**src/rtl/hazard_pkg.sv**
```systemverilog
// Shared encodings for the hazard control unit: flow decisions, PC mux selects, FSM states.
package hazard_pkg;

    typedef enum logic [1:0] {
        BjSeq  = 2'b00,
        BjBrNt = 2'b01,
        BjBrTk = 2'b10,
        BjJump = 2'b11
    } bj_e;

    typedef enum logic [1:0] {
        PcPlus4  = 2'b00,
        PcBranch = 2'b01,
        PcJump   = 2'b10,
        PcExcVec = 2'b11
    } pc_sel_e;

    typedef enum logic [1:0] {
        StRun     = 2'b00,
        StLdStall = 2'b01,
        StIntHold = 2'b10
    } state_e;

    localparam int unsigned CntW = 4;

endpackage

```
**src/rtl/hz_down_counter.sv**
```systemverilog
// 4-bit loadable down-counter with zero flag; shared by the load-stall and interrupt-hold states.
module hz_down_counter
    import hazard_pkg::*;
(
    input  logic            clk_i,
    input  logic            reset_ni,
    input  logic            load_i,
    input  logic [CntW-1:0] load_val_i,
    input  logic            dec_i,
    output logic            zero_o
);

    logic [CntW-1:0] cnt_q, cnt_d;

    always_comb begin
        cnt_d = cnt_q;
        if (load_i) begin
            cnt_d = load_val_i;
        end else if (dec_i && (cnt_q != '0)) begin
            cnt_d = cnt_q - 1'b1;
        end
    end

    always_ff @(posedge clk_i) begin
        if (!reset_ni) begin
            cnt_q <= '0;
        end else begin
            cnt_q <= cnt_d;
        end
    end

    assign zero_o = (cnt_q == '0);

endmodule

```
**src/rtl/hazard_ctrl_unit.sv**
```systemverilog
// Pipeline hazard controller: load-use stalls, branch/jump redirects and optional interrupt entry.
// Interrupt support (INTHOLD state, int_req path) is built only when HAZARD_INT_EN is defined.
module hazard_ctrl_unit
    import hazard_pkg::*;
#(
    parameter int unsigned RA_W     = 5,
    parameter int unsigned MEM_LAT  = 1,
    parameter int unsigned INT_HOLD = 2
) (
    input  logic            clk,
    input  logic            reset,
    input  logic            id_ex_memread,
    input  logic [RA_W-1:0] id_ex_rt,
    input  logic [RA_W-1:0] if_id_rs,
    input  logic [RA_W-1:0] if_id_rt,
    input  logic            if_id_uses_rt,
    input  logic [1:0]      branch_or_jump,
    input  logic            int_req,
    output logic            pc_write,
    output logic            if_id_stall,
    output logic            if_id_flush,
    output logic            id_ex_flush,
    output logic [1:0]      pc_sel,
    output logic            epc_we,
    output logic            int_ack
);

    // The RUN cycle that detects the hazard is the first stall cycle, hence the -2.
    localparam logic [CntW-1:0] LdCnt = CntW'(MEM_LAT - 2);

    state_e          state_q, state_d;
    logic            hazard;
    logic            cnt_load, cnt_dec, cnt_zero;
    logic [CntW-1:0] cnt_load_val;
    pc_sel_e         flow_sel;
    logic            flow_flush;

`ifdef HAZARD_INT_EN
    localparam logic [CntW-1:0] IntCnt = CntW'(INT_HOLD - 1);
`else
    logic            unused_int_req;
    logic [CntW-1:0] unused_int_hold;
    assign unused_int_req  = int_req;
    assign unused_int_hold = CntW'(INT_HOLD);
`endif

    assign hazard = id_ex_memread && (id_ex_rt != '0) &&
                    ((id_ex_rt == if_id_rs) || (if_id_uses_rt && (id_ex_rt == if_id_rt)));

    always_comb begin
        flow_sel   = PcPlus4;
        flow_flush = 1'b0;
        case (bj_e'(branch_or_jump))
            BjBrTk: begin
                flow_sel   = PcBranch;
                flow_flush = 1'b1;
            end
            BjJump: begin
                flow_sel   = PcJump;
                flow_flush = 1'b1;
            end
            default: ;
        endcase
    end

    always_comb begin
        state_d      = state_q;
        cnt_load     = 1'b0;
        cnt_load_val = '0;
        cnt_dec      = 1'b0;
        pc_write     = 1'b1;
        pc_sel       = PcPlus4;
        if_id_stall  = 1'b0;
        if_id_flush  = 1'b0;
        id_ex_flush  = 1'b0;
        epc_we       = 1'b0;
        int_ack      = 1'b0;

        if (reset) begin
            case (state_q)
                StRun: begin
`ifdef HAZARD_INT_EN
                    if (int_req) begin
                        pc_sel       = PcExcVec;
                        if_id_flush  = 1'b1;
                        id_ex_flush  = 1'b1;
                        epc_we       = 1'b1;
                        int_ack      = 1'b1;
                        state_d      = StIntHold;
                        cnt_load     = 1'b1;
                        cnt_load_val = IntCnt;
                    end else
`endif
                    if (hazard) begin
                        pc_write    = 1'b0;
                        if_id_stall = 1'b1;
                        id_ex_flush = 1'b1;
                        if (MEM_LAT > 1) begin
                            state_d      = StLdStall;
                            cnt_load     = 1'b1;
                            cnt_load_val = LdCnt;
                        end
                    end else begin
                        pc_sel      = flow_sel;
                        if_id_flush = flow_flush;
                        id_ex_flush = flow_flush;
                    end
                end
                StLdStall: begin
                    pc_write    = 1'b0;
                    if_id_stall = 1'b1;
                    id_ex_flush = 1'b1;
                    if (cnt_zero) begin
                        state_d = StRun;
                    end else begin
                        cnt_dec = 1'b1;
                    end
                end
`ifdef HAZARD_INT_EN
                StIntHold: begin
                    // Hazard stalls this cycle only; the long stall resumes from RUN.
                    if (hazard) begin
                        pc_write    = 1'b0;
                        if_id_stall = 1'b1;
                        id_ex_flush = 1'b1;
                    end else begin
                        pc_sel      = flow_sel;
                        if_id_flush = flow_flush;
                        id_ex_flush = flow_flush;
                    end
                    if (cnt_zero) begin
                        state_d = StRun;
                    end else begin
                        cnt_dec = 1'b1;
                    end
                end
`endif
                default: state_d = StRun;
            endcase
        end
    end

    always_ff @(posedge clk) begin
        if (!reset) begin
            state_q <= StRun;
        end else begin
            state_q <= state_d;
        end
    end

    hz_down_counter u_cnt (
        .clk_i      (clk),
        .reset_ni   (reset),
        .load_i     (cnt_load),
        .load_val_i (cnt_load_val),
        .dec_i      (cnt_dec),
        .zero_o     (cnt_zero)
    );

endmodule

```
**config.mk**
```make
export PLATFORM = sky130hd
export DESIGN_NAME = hazard_ctrl_unit
export DESIGN_NICKNAME = d
export VERILOG_FILES = /design/src/rtl/hazard_pkg.sv /design/src/rtl/hz_down_counter.sv /design/src/rtl/hazard_ctrl_unit.sv
export SDC_FILE = /design/constraint.sdc
export NUM_CORES = 1
export LEC_CHECK = 0
export CORE_AREA = 4 4 41 43
export DETAILED_ROUTE_END_ITERATION = 10
export DIE_AREA = 0 0 45 47
export GPL_TIMING_DRIVEN = 0
export PLACE_DENSITY = 0.6
export SYNTH_ARGS = -nofsm -noshare
export SYNTH_HDL_FRONTEND = slang
export SYNTH_SLANG_ARGS = --single-unit
```
**constraint.sdc**
```tcl
create_clock -name clk -period 2 [get_ports clk]
set_clock_uncertainty 0.15 [all_clocks]
set_input_delay 0.4 -clock clk [delete_from_list [all_inputs] [get_ports clk]]
set_output_delay 0.4 -clock clk [all_outputs]
set_load 0.02 [all_outputs]
```
* Yosys cells after proc, flatten, opt, wreduce, memory -nomap -nowiden
Cells that the tools add are included.
Operators by class: $add $sub $neg 1, eq/ne operators 6, mux-type cells 22, bitwise operators 1, reductions and logical operators 11
Operators by type and width (count):
- 1-bit 2-to-1 mux | 13
- 5-bit equality test | 2
- 2-bit 2-to-1 mux | 4
- 2-bit one-hot mux with 2 select lines | 2
- 1-bit one-hot mux with 2 select lines | 3
- 5-bit nonzero test | 1
- 2-bit equality test (second input constant) | 2
- 1-bit logical AND | 4
- 4-bit logical NOT | 1
- 4-bit nonzero test | 1
- 4-bit by 1-bit subtractor with 4-bit output (second input constant) | 1
- 2-bit by 1-bit equality test with 1-bit output (second input constant) | 1
- 2-bit logical NOT | 1
- 2-bit inequality test (second input constant) | 1
- 2-bit AND reduction | 1
- 2-bit OR reduction | 1
- 1-bit logical OR | 1
- 1-bit inverter | 1
Word-level totals: register bits after elaboration 6, input port bits 22, output and inout bits 8, logic and storage cells 43

* Longest topological paths before layout
word-level depth 7, mapped depth 4, mapped depth without buffers 4

* Least setup slack after synthesis
No wires, ideal clock.
kind input-to-output, from input id_ex_rt[4], to output pc_sel[0], arrival time 1.509 ns, required time 1.450 ns, slack -0.059 ns, cell stages on the path 3, path buffers 0, path through or4_1 > o21a_2 > a211oi_2
On the way: word-level cells in the longest chain between the ends 7, elaborated cells between the ends (all ways) 10, classes of those cells eq/ne: 2; mux: 3; reduce/logical: 5
Ends and longest elaborated chain:
- from (decl) | line hazard_ctrl_unit.sv:13 | input logic [RA_W-1:0] id_ex_rt,
- 5-bit equality test | line hazard_ctrl_unit.sv:48 | ((id_ex_rt == if_id_rs) || (if_id_uses_rt && (id_ex_rt == if_id_rt)));
- 1-bit logical AND | line hazard_ctrl_unit.sv:48
- 1-bit logical OR | line hazard_ctrl_unit.sv:48
- 1-bit logical AND (*) | line hazard_ctrl_unit.sv:47 | assign hazard = id_ex_memread && (id_ex_rt != '0) &&
- 2-bit 2-to-1 mux (*) | line hazard_ctrl_unit.sv:94 | if (hazard) begin
- 2-bit 2-to-1 mux (*) | line hazard_ctrl_unit.sv:80 | case (state_q)
- 2-bit 2-to-1 mux (*) | line hazard_ctrl_unit.sv:79 | if (reset) begin
- to (decl) | line hazard_ctrl_unit.sv:23 | output logic [1:0] pc_sel,
Every way passes the cells marked *; elsewhere a longest branch is shown, timed or not.

* Worst setup path in the final report
from input id_ex_rt[2], to output pc_sel[0]
The elaborated chain is that of the path after synthesis.

==> results.py <==
metrics = {
    "drt": {
        "wirelength_um": 722,
        "vias": 290,
        "wl_per_cell_um": 10.03,
        "routed_via_density": 4.028,
        "drt_pass1_iterations": 1,
        "drc": 0,
        "drt_iter0_drc": 0,
        "ant_nets": 0,
    },
    "final_layout": {
        "ff_latch_area_um2": 0,
        "final_core_util_pct": 39.23,
        "postLayoutCellArea_um2": 510.5,
        "seq_cell_count": 0,
        "antenna_cells": 0,
        "clkbuf_count": 0,
        "multiInputGateArea_um2": 227.7,
        "areaGrowthSynthToFinish_pct": 151.9,
        "drive_above_1_share_pct": 38.60,
        "n_fill_cell": 141,
        "final_nets": 81,
    },
    "synth": {
        "yosysMostFrequentCell": "xnor2_1",
        "yosysSeqAreaShare_pct": 0,
        "yosys_warnings": 0,
        "yosysUniqueCellTypes": 14,
        "yosys-top-cells-count": "xnor2_1, nand2_1, a21oi_1, buf_4, nand3_1",
        "yosysTopAreaCell": "xnor2_1",
        "yosys-top-cells-area": "xnor2_1, buf_4, nand2_1",
        "synthesis.area_um2": 202.7,
        "synth_top_area_share_pct": 43.21,
        "avgSynthCellArea_um2": 6.989,
        "syn_inst": 29,
    },
    "power_and_ir_drop": {
        "p_total_mw": 0.1042,
        "clkPwrFrac_pct": 0,
        "vdd_drop_max_mv": 0.07920,
        "power.switching_mw": 0.04366,
        "power_density_mw_per_mm2": 204.2,
        "leakage_nw": 0.2147,
        "internal-power_mw": 0.06056,
        "p_seq_share_pct": 0,
        "netSwitchingFraction_pct": 41.89,
        "combinationalPowerShare_pct": 100.0,
    },
    "setup_path": {
        "slowest_stage": "or4_4",
        "crit_required_ns": 1.45,
        "worstPathArrival_ns": 1.59,
        "max_stage_delay_ns": 0.52,
        "path_cells": "buf_8, or4_4, o21a_4, a211oi_2, buf_4",
        "worstPathMaxFanout": 6,
        "end_kind": "output pin",
        "worstSetupPathType": "primary input to output pin",
        "setup.worst_path.start_class": "primary input",
    },
    "place": {
        "io_buffer_count": 26,
        "placedInstanceArea_um2": 485.5,
        "hpwl_um": 631.6,
        "globalplace.congestion": 0.6954,
    },
    "timing": {
        "min_period_ns": 2.137,
        "final-hold-violation-count": 0,
        "setup_ws_ns": -0.1371,
        "finalSetupViolCount": 6,
        "fin_tns_setup_ns": -0.5277,
        "fmax_mhz": 467.9,
        "drv_slew": 0,
        "rsz0062_at_grt": "true",
        "min_period_over_period_pct": 106.9,
    },
    "run_status": {
        "status": "finished, violations left",
        "violations": "setup timing",
    },
    "grt": {
        "grt_pass1_wl_um": 1117,
        "grt_max_degree": 7,
        "grtUsageTotal_pct": 6.688,
        "grt_pass1_vias": 304,
        "antenna_found_initial": 0,
        "grt_overflow": 0,
    },
    "min_path": {
        "hold_class": "primary input to output pin",
        "min_to": "pc_sel[1]",
        "whs_path_depth": 4,
        "hold_start": "id_ex_rt[3]",
    },
    "die": {
        "die-area_mm2": 0.002115,
        "num_rows": 13,
        "core_region_area_mm2": 0.001301,
        "dieWidth_um": 45,
        "fp.dieH_um": 47,
        "num_io_pins": 30,
        "start_util_pct": 15.58,
    },
    "run": {
        "cap_violations": 0,
    },
}
==> logic make-up after synthesis <==
family | after synthesis | synth area share, %
AOI/OAI and AO/OA | 6 | 22.84
xor gates and xnor gates | 10 | 43.21
buffers and inverters | 3 | 9.255
other | 1 | 1.850
and+or+nand+nor | 9 | 22.84
==> per-stage QoR <==
step / setup slack [ns] / hold slack [ns] / std cells
after global placement: -1.042 / 1.721 / 71
after floorplan: -0.05928 / 0.6938 / 30
after CTS: -0.2018 / 1.204 / 72
after detailed placement: -1.045 / 1.714 / 71
final: -0.1371 / 1.152 / 72
after global routing: -0.1928 / 1.190 / 72
==> power groups by stage <==
stage	sequential, mW	clock, mW	combinational [mW]
floorplan	0	0	0.0429
global placement	0	0	0.100
detailed placement	0	0	0.101
CTS	0	0	0.101
global route	0	0	0.114
finish	0	0	0.104
==> layer usage <==
layer  vias up  wire length [µm]  GRT usage (%)
li1        156                 -              -
met3         0                96          1.149
met5         -                 0              0
met4         0                 0              0
met2        17               346          12.99
met1       117               278          8.090
==> layout by cell type (no fill, tap or decap), types with 2 or more instances in the layout <==
cell             Yosys  routed
a21oi_1              2       2
buf_2                0       2
buf_4                2       6
buf_6                0       4
clkbuf_2             0       2
clkdlybuf4s15_1      0       5
clkdlybuf4s50_1      0       5
conb_1               1       2
dlygate4sd2_1        0       4
nand2_1              4       4
xnor2_1             10       9
==> final cells by class <==
cell class	count	share of cell area [%]
timing repair buffer	27	48.04
multi-input combinational	27	44.61
tap	15	3.676
buffer	2	2.941
inverter	1	0.7353
==> worst max-delay path: cells and delay by family <==
family          cells  cell delay [ns]
buf+inv             2             0.26
simple gates        1             0.52
compound gates      2             0.40
==> how the worst max path moves through the flow <==
stage | start | slack, ns | cells after the start | end
2_1_floorplan | id_ex_rt[4] | -0.06 | 3 | pc_sel[0]
3_3_place_gp | id_ex_rt[4] | -1.04 | 5 | pc_sel[0]
3_5_place_dp | id_ex_rt[4] | -1.04 | 5 | pc_sel[0]
4_1_cts | id_ex_rt[2] | -0.20 | 5 | pc_sel[0]
5_1_grt | id_ex_rt[2] | -0.19 | 5 | pc_sel[0]
6_report | id_ex_rt[2] | -0.14 | 5 | pc_sel[0]
==> timing repair <==
item / CTS / global route
pin swaps: 20 / 17
hold buffers: 0 / 0
gates resized for setup: 69 / 12
buffers inserted: 1 / 0
setup endpoints to repair: 6 / 6
Power figures use the tool's default switching activity.
